===== src/rtl/sram_bus_arbiter_if.sv =====
`default_nettype none
// ============================================================================
//  Module      : sram_bus_arbiter_if
//  Description : Request/response bundle for the instruction, data and memory
//                sides of the SRAM-like split-transaction bus arbiter.
//  Revision    : 1.0 - initial release
// ============================================================================
interface sram_bus_arbiter_if #(
    parameter int ADDR_W = 32,
    parameter int DATA_W = 32
);
    // Instruction side (read-only)
    logic              inst_req;
    logic [ADDR_W-1:0] inst_addr;
    logic              inst_addr_ok;
    logic              inst_data_ok;
    logic [DATA_W-1:0] inst_rdata;

    // Data side
    logic              data_req;
    logic              data_wr;
    logic [1:0]        data_size;
    logic [3:0]        data_wstrb;
    logic [ADDR_W-1:0] data_addr;
    logic [DATA_W-1:0] data_wdata;
    logic              data_addr_ok;
    logic              data_data_ok;
    logic [DATA_W-1:0] data_rdata;

    // Memory side
    logic              mem_req;
    logic              mem_wr;
    logic [1:0]        mem_size;
    logic [3:0]        mem_wstrb;
    logic [ADDR_W-1:0] mem_addr;
    logic [DATA_W-1:0] mem_wdata;
    logic              mem_addr_ok;
    logic              mem_data_ok;
    logic [DATA_W-1:0] mem_rdata;

    // The arbiter itself
    modport slave (
        input  inst_req, inst_addr,
        output inst_addr_ok, inst_data_ok, inst_rdata,
        input  data_req, data_wr, data_size, data_wstrb, data_addr, data_wdata,
        output data_addr_ok, data_data_ok, data_rdata,
        output mem_req, mem_wr, mem_size, mem_wstrb, mem_addr, mem_wdata,
        input  mem_addr_ok, mem_data_ok, mem_rdata
    );

    // The pipeline requesters together with the memory bridge
    modport master (
        output inst_req, inst_addr,
        input  inst_addr_ok, inst_data_ok, inst_rdata,
        output data_req, data_wr, data_size, data_wstrb, data_addr, data_wdata,
        input  data_addr_ok, data_data_ok, data_rdata,
        input  mem_req, mem_wr, mem_size, mem_wstrb, mem_addr, mem_wdata,
        output mem_addr_ok, mem_data_ok, mem_rdata
    );
endinterface
`default_nettype wire


===== src/rtl/sram_bus_arbiter.sv =====
`default_nettype none
// ============================================================================
//  Module      : sram_bus_arbiter
//  Description : Fixed-priority (data over inst) arbiter onto one SRAM-like
//                port, with an in-order tag FIFO routing responses back.
//  Revision    : 1.0 - initial release
// ============================================================================
module sram_bus_arbiter #(
    parameter int ADDR_W          = 32,
    parameter int DATA_W          = 32,
    parameter int MAX_OUTSTANDING = 2
) (
    input  wire logic                               clk,
    input  wire logic                               resetn,
    sram_bus_arbiter_if.slave                       bus,
    output logic [$clog2(MAX_OUTSTANDING):0]        outstanding,
    output logic                                    resp_err
);
    localparam int PTR_W = $clog2(MAX_OUTSTANDING);
    localparam int CNT_W = PTR_W + 1;
    localparam logic [CNT_W-1:0] c_MAX_CNT = CNT_W'(MAX_OUTSTANDING);

    logic [MAX_OUTSTANDING-1:0] r_tags;
    logic [PTR_W-1:0]           r_wr_ptr;
    logic [PTR_W-1:0]           r_rd_ptr;
    logic [CNT_W-1:0]           r_count;
    logic                       r_resp_err;

    logic w_full;
    logic w_empty;
    logic w_sel_data;
    logic w_push;
    logic w_pop;
    logic w_head;

    assign w_full     = (r_count == c_MAX_CNT);
    assign w_empty    = (r_count == '0);
    assign w_sel_data = bus.data_req;
    assign w_head     = r_tags[r_rd_ptr];

    always_comb begin
        bus.mem_req      = (bus.inst_req | bus.data_req) & ~w_full;
        bus.mem_wr       = 1'b0;
        bus.mem_size     = 2'd2;
        bus.mem_wstrb    = 4'h0;
        bus.mem_addr     = ADDR_W'(bus.inst_addr);
        bus.mem_wdata    = DATA_W'(0);
        bus.inst_addr_ok = 1'b0;
        bus.data_addr_ok = 1'b0;

        if (w_sel_data) begin
            bus.mem_wr    = bus.data_wr;
            bus.mem_size  = bus.data_size;
            bus.mem_wstrb = bus.data_wstrb;
            bus.mem_addr  = bus.data_addr;
            bus.mem_wdata = bus.data_wdata;
        end

        w_push           = bus.mem_req & bus.mem_addr_ok;
        bus.data_addr_ok = w_push & w_sel_data;
        bus.inst_addr_ok = w_push & ~w_sel_data;

        // A response with nothing outstanding is dropped and flagged instead
        w_pop            = bus.mem_data_ok & ~w_empty;
        bus.data_data_ok = w_pop & w_head;
        bus.inst_data_ok = w_pop & ~w_head;
        bus.inst_rdata   = bus.mem_rdata;
        bus.data_rdata   = bus.mem_rdata;
    end

    always_ff @(posedge clk) begin
        if (!resetn) begin
            r_wr_ptr   <= '0;
            r_rd_ptr   <= '0;
            r_count    <= '0;
            r_resp_err <= 1'b0;
        end else begin
            if (w_push) begin
                r_tags[r_wr_ptr] <= w_sel_data;
                r_wr_ptr         <= r_wr_ptr + PTR_W'(1);
            end
            if (w_pop) begin
                r_rd_ptr <= r_rd_ptr + PTR_W'(1);
            end
            if (w_push && !w_pop) begin
                r_count <= r_count + CNT_W'(1);
            end else if (w_pop && !w_push) begin
                r_count <= r_count - CNT_W'(1);
            end
            if (bus.mem_data_ok && w_empty) begin
                r_resp_err <= 1'b1;
            end
        end
    end

    assign outstanding = r_count;
    assign resp_err    = r_resp_err;
endmodule
`default_nettype wire


===== src/flat_wrapper.sv =====
// flat-port wrapper written by rule: the top's interface ports become plain ports
module sram_bus_arbiter_flat 
#(
    parameter int ADDR_W          = 32,
    parameter int DATA_W          = 32,
    parameter int MAX_OUTSTANDING = 2
)
  (clk, resetn, outstanding, resp_err, bus_inst_req, bus_inst_addr, bus_inst_addr_ok, bus_inst_data_ok, bus_inst_rdata, bus_data_req, bus_data_wr, bus_data_size, bus_data_wstrb, bus_data_addr, bus_data_wdata, bus_data_addr_ok, bus_data_data_ok, bus_data_rdata, bus_mem_req, bus_mem_wr, bus_mem_size, bus_mem_wstrb, bus_mem_addr, bus_mem_wdata, bus_mem_addr_ok, bus_mem_data_ok, bus_mem_rdata);
  sram_bus_arbiter_if #(.ADDR_W(ADDR_W), .DATA_W(DATA_W)) bus_i ();
  input  wire logic clk;
  input  wire logic resetn;
  output logic [$clog2(MAX_OUTSTANDING):0] outstanding;
  output logic resp_err;
  input wire logic [$bits(bus_i.inst_req)-1:0] bus_inst_req;
  input wire logic [$bits(bus_i.inst_addr)-1:0] bus_inst_addr;
  output wire logic [$bits(bus_i.inst_addr_ok)-1:0] bus_inst_addr_ok;
  output wire logic [$bits(bus_i.inst_data_ok)-1:0] bus_inst_data_ok;
  output wire logic [$bits(bus_i.inst_rdata)-1:0] bus_inst_rdata;
  input wire logic [$bits(bus_i.data_req)-1:0] bus_data_req;
  input wire logic [$bits(bus_i.data_wr)-1:0] bus_data_wr;
  input wire logic [$bits(bus_i.data_size)-1:0] bus_data_size;
  input wire logic [$bits(bus_i.data_wstrb)-1:0] bus_data_wstrb;
  input wire logic [$bits(bus_i.data_addr)-1:0] bus_data_addr;
  input wire logic [$bits(bus_i.data_wdata)-1:0] bus_data_wdata;
  output wire logic [$bits(bus_i.data_addr_ok)-1:0] bus_data_addr_ok;
  output wire logic [$bits(bus_i.data_data_ok)-1:0] bus_data_data_ok;
  output wire logic [$bits(bus_i.data_rdata)-1:0] bus_data_rdata;
  output wire logic [$bits(bus_i.mem_req)-1:0] bus_mem_req;
  output wire logic [$bits(bus_i.mem_wr)-1:0] bus_mem_wr;
  output wire logic [$bits(bus_i.mem_size)-1:0] bus_mem_size;
  output wire logic [$bits(bus_i.mem_wstrb)-1:0] bus_mem_wstrb;
  output wire logic [$bits(bus_i.mem_addr)-1:0] bus_mem_addr;
  output wire logic [$bits(bus_i.mem_wdata)-1:0] bus_mem_wdata;
  input wire logic [$bits(bus_i.mem_addr_ok)-1:0] bus_mem_addr_ok;
  input wire logic [$bits(bus_i.mem_data_ok)-1:0] bus_mem_data_ok;
  input wire logic [$bits(bus_i.mem_rdata)-1:0] bus_mem_rdata;
  assign bus_i.inst_req = bus_inst_req;
  assign bus_i.inst_addr = bus_inst_addr;
  assign bus_inst_addr_ok = bus_i.inst_addr_ok;
  assign bus_inst_data_ok = bus_i.inst_data_ok;
  assign bus_inst_rdata = bus_i.inst_rdata;
  assign bus_i.data_req = bus_data_req;
  assign bus_i.data_wr = bus_data_wr;
  assign bus_i.data_size = bus_data_size;
  assign bus_i.data_wstrb = bus_data_wstrb;
  assign bus_i.data_addr = bus_data_addr;
  assign bus_i.data_wdata = bus_data_wdata;
  assign bus_data_addr_ok = bus_i.data_addr_ok;
  assign bus_data_data_ok = bus_i.data_data_ok;
  assign bus_data_rdata = bus_i.data_rdata;
  assign bus_mem_req = bus_i.mem_req;
  assign bus_mem_wr = bus_i.mem_wr;
  assign bus_mem_size = bus_i.mem_size;
  assign bus_mem_wstrb = bus_i.mem_wstrb;
  assign bus_mem_addr = bus_i.mem_addr;
  assign bus_mem_wdata = bus_i.mem_wdata;
  assign bus_i.mem_addr_ok = bus_mem_addr_ok;
  assign bus_i.mem_data_ok = bus_mem_data_ok;
  assign bus_i.mem_rdata = bus_mem_rdata;
  sram_bus_arbiter #(.ADDR_W(ADDR_W), .DATA_W(DATA_W), .MAX_OUTSTANDING(MAX_OUTSTANDING)) u_core (.clk(clk), .resetn(resetn), .bus(bus_i), .outstanding(outstanding), .resp_err(resp_err));
endmodule

===== config.mk =====
export PLATFORM = sky130hd
export DESIGN_NAME = sram_bus_arbiter_flat
export DESIGN_NICKNAME = d
export VERILOG_FILES = /design/src/rtl/sram_bus_arbiter_if.sv /design/src/rtl/sram_bus_arbiter.sv /design/src/flat_wrapper.sv
export SDC_FILE = /design/constraint.sdc
export NUM_CORES = 1
export LEC_CHECK = 0
export BUFFER_PORTS_ARGS = -buffer_cell sky130_fd_sc_hd__buf_2
export CAP_MARGIN = 20
export CELL_PAD_IN_SITES_DETAIL_PLACEMENT = 0
export CELL_PAD_IN_SITES_GLOBAL_PLACEMENT = 1
export CORE_AREA = 2 2 109 111
export DETAILED_ROUTE_END_ITERATION = 7
export DIE_AREA = 0 0 111 113
export GPL_TIMING_DRIVEN = 1
export HOLD_SLACK_MARGIN = 0.12
export PLACE_DENSITY = 0.81
export SYNTH_ARGS = -nofsm -noshare
export SYNTH_HDL_FRONTEND = slang
export SYNTH_SLANG_ARGS = --single-unit

===== constraint.sdc =====
create_clock -name clk -period 2.8 [get_ports clk]
set_input_delay 0.42 -clock clk [delete_from_list [all_inputs] [get_ports clk]]
set_output_delay 0.42 -clock clk [all_outputs]
set_load 0.1 [all_outputs]

==> metrics.txt <==
share of cells above drive strength 1=0.702; clk sinks=7; critical path data required time=between 2 and 2.5 ns; final instance area=2710 sq um; cts hold-fix bufs=0; CTS tree=done; port bufs=187; vias in the first global route=1691; Initial Utilization=0.132; Slew HR=0.658; Vias=1598; cell taking the most area after synthesis=buf_4; total die area=between 10000 and 15000 sq um; synthesized cell area=roughly 1500 sq um; first-pass GRT wire length=a little under 9 mm; antenna violations before repair=0; FMAX=approximately 0.45 GHz; Flop pwr share=0.100; post-route minimum period=~2.2 ns; clock skew=roughly 0.0012 ns; largest net degree at the start of global routing=41; Pint=0.000674 W; Seq/Total Area, Yosys=0.108; Iteration-0 DRC Markers=25; fillers=1216; Post-synth top cells=buf_4, and2_1, mux2_1, mux2_2, buf_2; Max Cap Viol=0; Tot GR Track Use=0.0891; r2r startpoint=u_core.outstanding[1]; Comb pwr share=0.753; Crit Path Category=in2out; Detailed Route WL=around 6 mm; final net count=~440; Core ar.=around 11000 sq um; diode count=0; HP Class=in2reg; final-report hold violation count=0; Sw Pwr=a little under 0.001 W; vias per cell=3.62; 1st-pass router iterations=4; startpoint types=input pin; H-tree depth=1; post-synth top area share=0.324; post-cts sizing count=0; worst hold path startpoint=resetn; RSZ-0062 raised after global routing=no; final slew viol count=0; Net Count, Synth=320; CP startpoint=bus_data_req; Post-CTS Setup Bufs=0; area growth from synthesis to layout=82.7%; Clk network pwr share=0.147; Worst Tran Pin Value=approximately 0.52 ns; Final ANT Viol Nets=0; Post-synth EDFFs=2; final worst-path cycle share=0.786; row count=39; CP Capture Type=output pin; Leakage Power=roughly 1.4 nW; Clk Latency, worst-skew pair=0.23 ns; WL/cell=13.7 um; ys flop type=dfxtp_1; post-placement cell area=approximately 2600 sq um; Reg clk slew, reported paths=0.04 ns; async set-reset flop share out of synthesis=0; CTS buffer count=3; Mean Syn Cell Area=8.34 sq um; final setup fails=0; most common cell in the netlist=buf_4; Net Sw Frac=0.594; status=complete, no violations; post-synthesis register bit count=7; clock root cell=clkbuf_16; peak supply drop=between 0.15 and 0.2 mV; Yosys cell types=26; Max Buffers Root-to-Sink=2; gpl congestion=approximately 0.75; Yosys warning count=0; I/O pins=approximately 280; critical-path maximum fanout=40; synth top area cells=buf_4, and2_1, mux2_1, mux2_2, dfxtp_1; HPWL after detailed placement=~5.3 mm; Gate Count Post-Synth=between 150 and 200; Die Wd=between 100 and 150 um; pwr dens=613 nW/um^2; # DRC=0; Data arrival, critical path=approximately 1.8 ns; post-route setup TNS=0 ns; gr ovfl total=0; chip height=113 um
-- logic make-up after synthesis --
| logic type | synth area share |
|---|---|
| muxes | 0.256 |
| xor gates and xnor gates | 0.0177 |
| buffers and inverters | 0.367 |
| AOI/OAI and AO/OA | 0.0320 |
| and+or+nand+nor | 0.211 |
| adders and majority gates | 0.00843 |
| DFF | 0.108 |
-- power by group through the flow --
| stage | Sequential [W] | Combinational (W) | Clock (W) |
|---|---|---|---|
| 3_5_place_dp | 0.000166 | 0.00126 | 0 |
| 6_report | 0.000166 | 0.00125 | 0.000243 |
| 4_1_cts | 0.000166 | 0.00126 | 0.000245 |
| 3_3_place_gp | 0.000164 | 0.00124 | 0 |
| 2_1_floorplan | 0.000277 | 0.00122 | 0 |
| 5_1_grt | 0.000172 | 0.00130 | 0.000252 |
-- layout by cell type, fill, tap and decap left out, types with 3 or more instances in the layout --
cell / instances
mux2_1: 22
and2_1: 41
clkbuf_16: 3
buf_12: 36
dfxtp_1: 5
mux2_2: 10
buf_2: 151
-- per-layer routing --
| metal | share of wire | GRT usage | wire [um] | up-vias |
|---|---|---|---|---|
| li1 | - | - | - | 751 |
| met1 | 0.33 | 0.0857 | 1980 | 685 |
| met2 | 0.53 | 0.182 | 3190 | 135 |
| met3 | 0.11 | 0.0177 | 663 | 27 |
| met4 | 0.036 | 0.0383 | 220 | 0 |
| met5 | 0 | 0 | 0 | - |
-- stage by stage --
step                power [W]  hold slack [ns]   util  std cells  setup slack, ns
global placement      0.00141            0.449  0.234        438            0.622
finish                0.00166            0.474  0.241        442            0.600
detailed placement    0.00142            0.464  0.234        438            0.555
CTS                   0.00168            0.481  0.241        442            0.557
global route          0.00172            0.510  0.241        442            0.477
floorplan             0.00149            0.442      -        178            0.217
-- worst paths after layout --
kind,to,slack [ns],cells after the start
setup / recovery,bus_mem_addr[20],0.60,4
hold / removal,u_core.r_rd_ptr,0.47,2
setup reg to reg,u_core.outstanding[1],0.94,6
hold reg to reg,u_core.r_wr_ptr,0.49,2
-- worst max-delay path: stages --
cell	delay [ns]
buf_2	0.27
buf_4	0.41
mux2_1	0.36
buf_2	0.29
-- layout make-up --
type                            count  area, sq um  area share
Inverter                            3         11.3     0.00415
Multi-Input combinational cell     96          791       0.292
Tap cell                          143          179      0.0660
Timing Repair Buffer              189         1490       0.550
Sequential cell                     7          160      0.0591
Clock buffer                        4         78.8      0.0291
-- sequential cells by signal, summed over array words and instances, names as in the netlist --
register,cells
u_core.outstanding,2
u_core.r_tags,2
u_core.r_rd_ptr,1
u_core.r_wr_ptr,1
u_core.resp_err,1
Note: power is estimated with default switching activity, not from simulation.
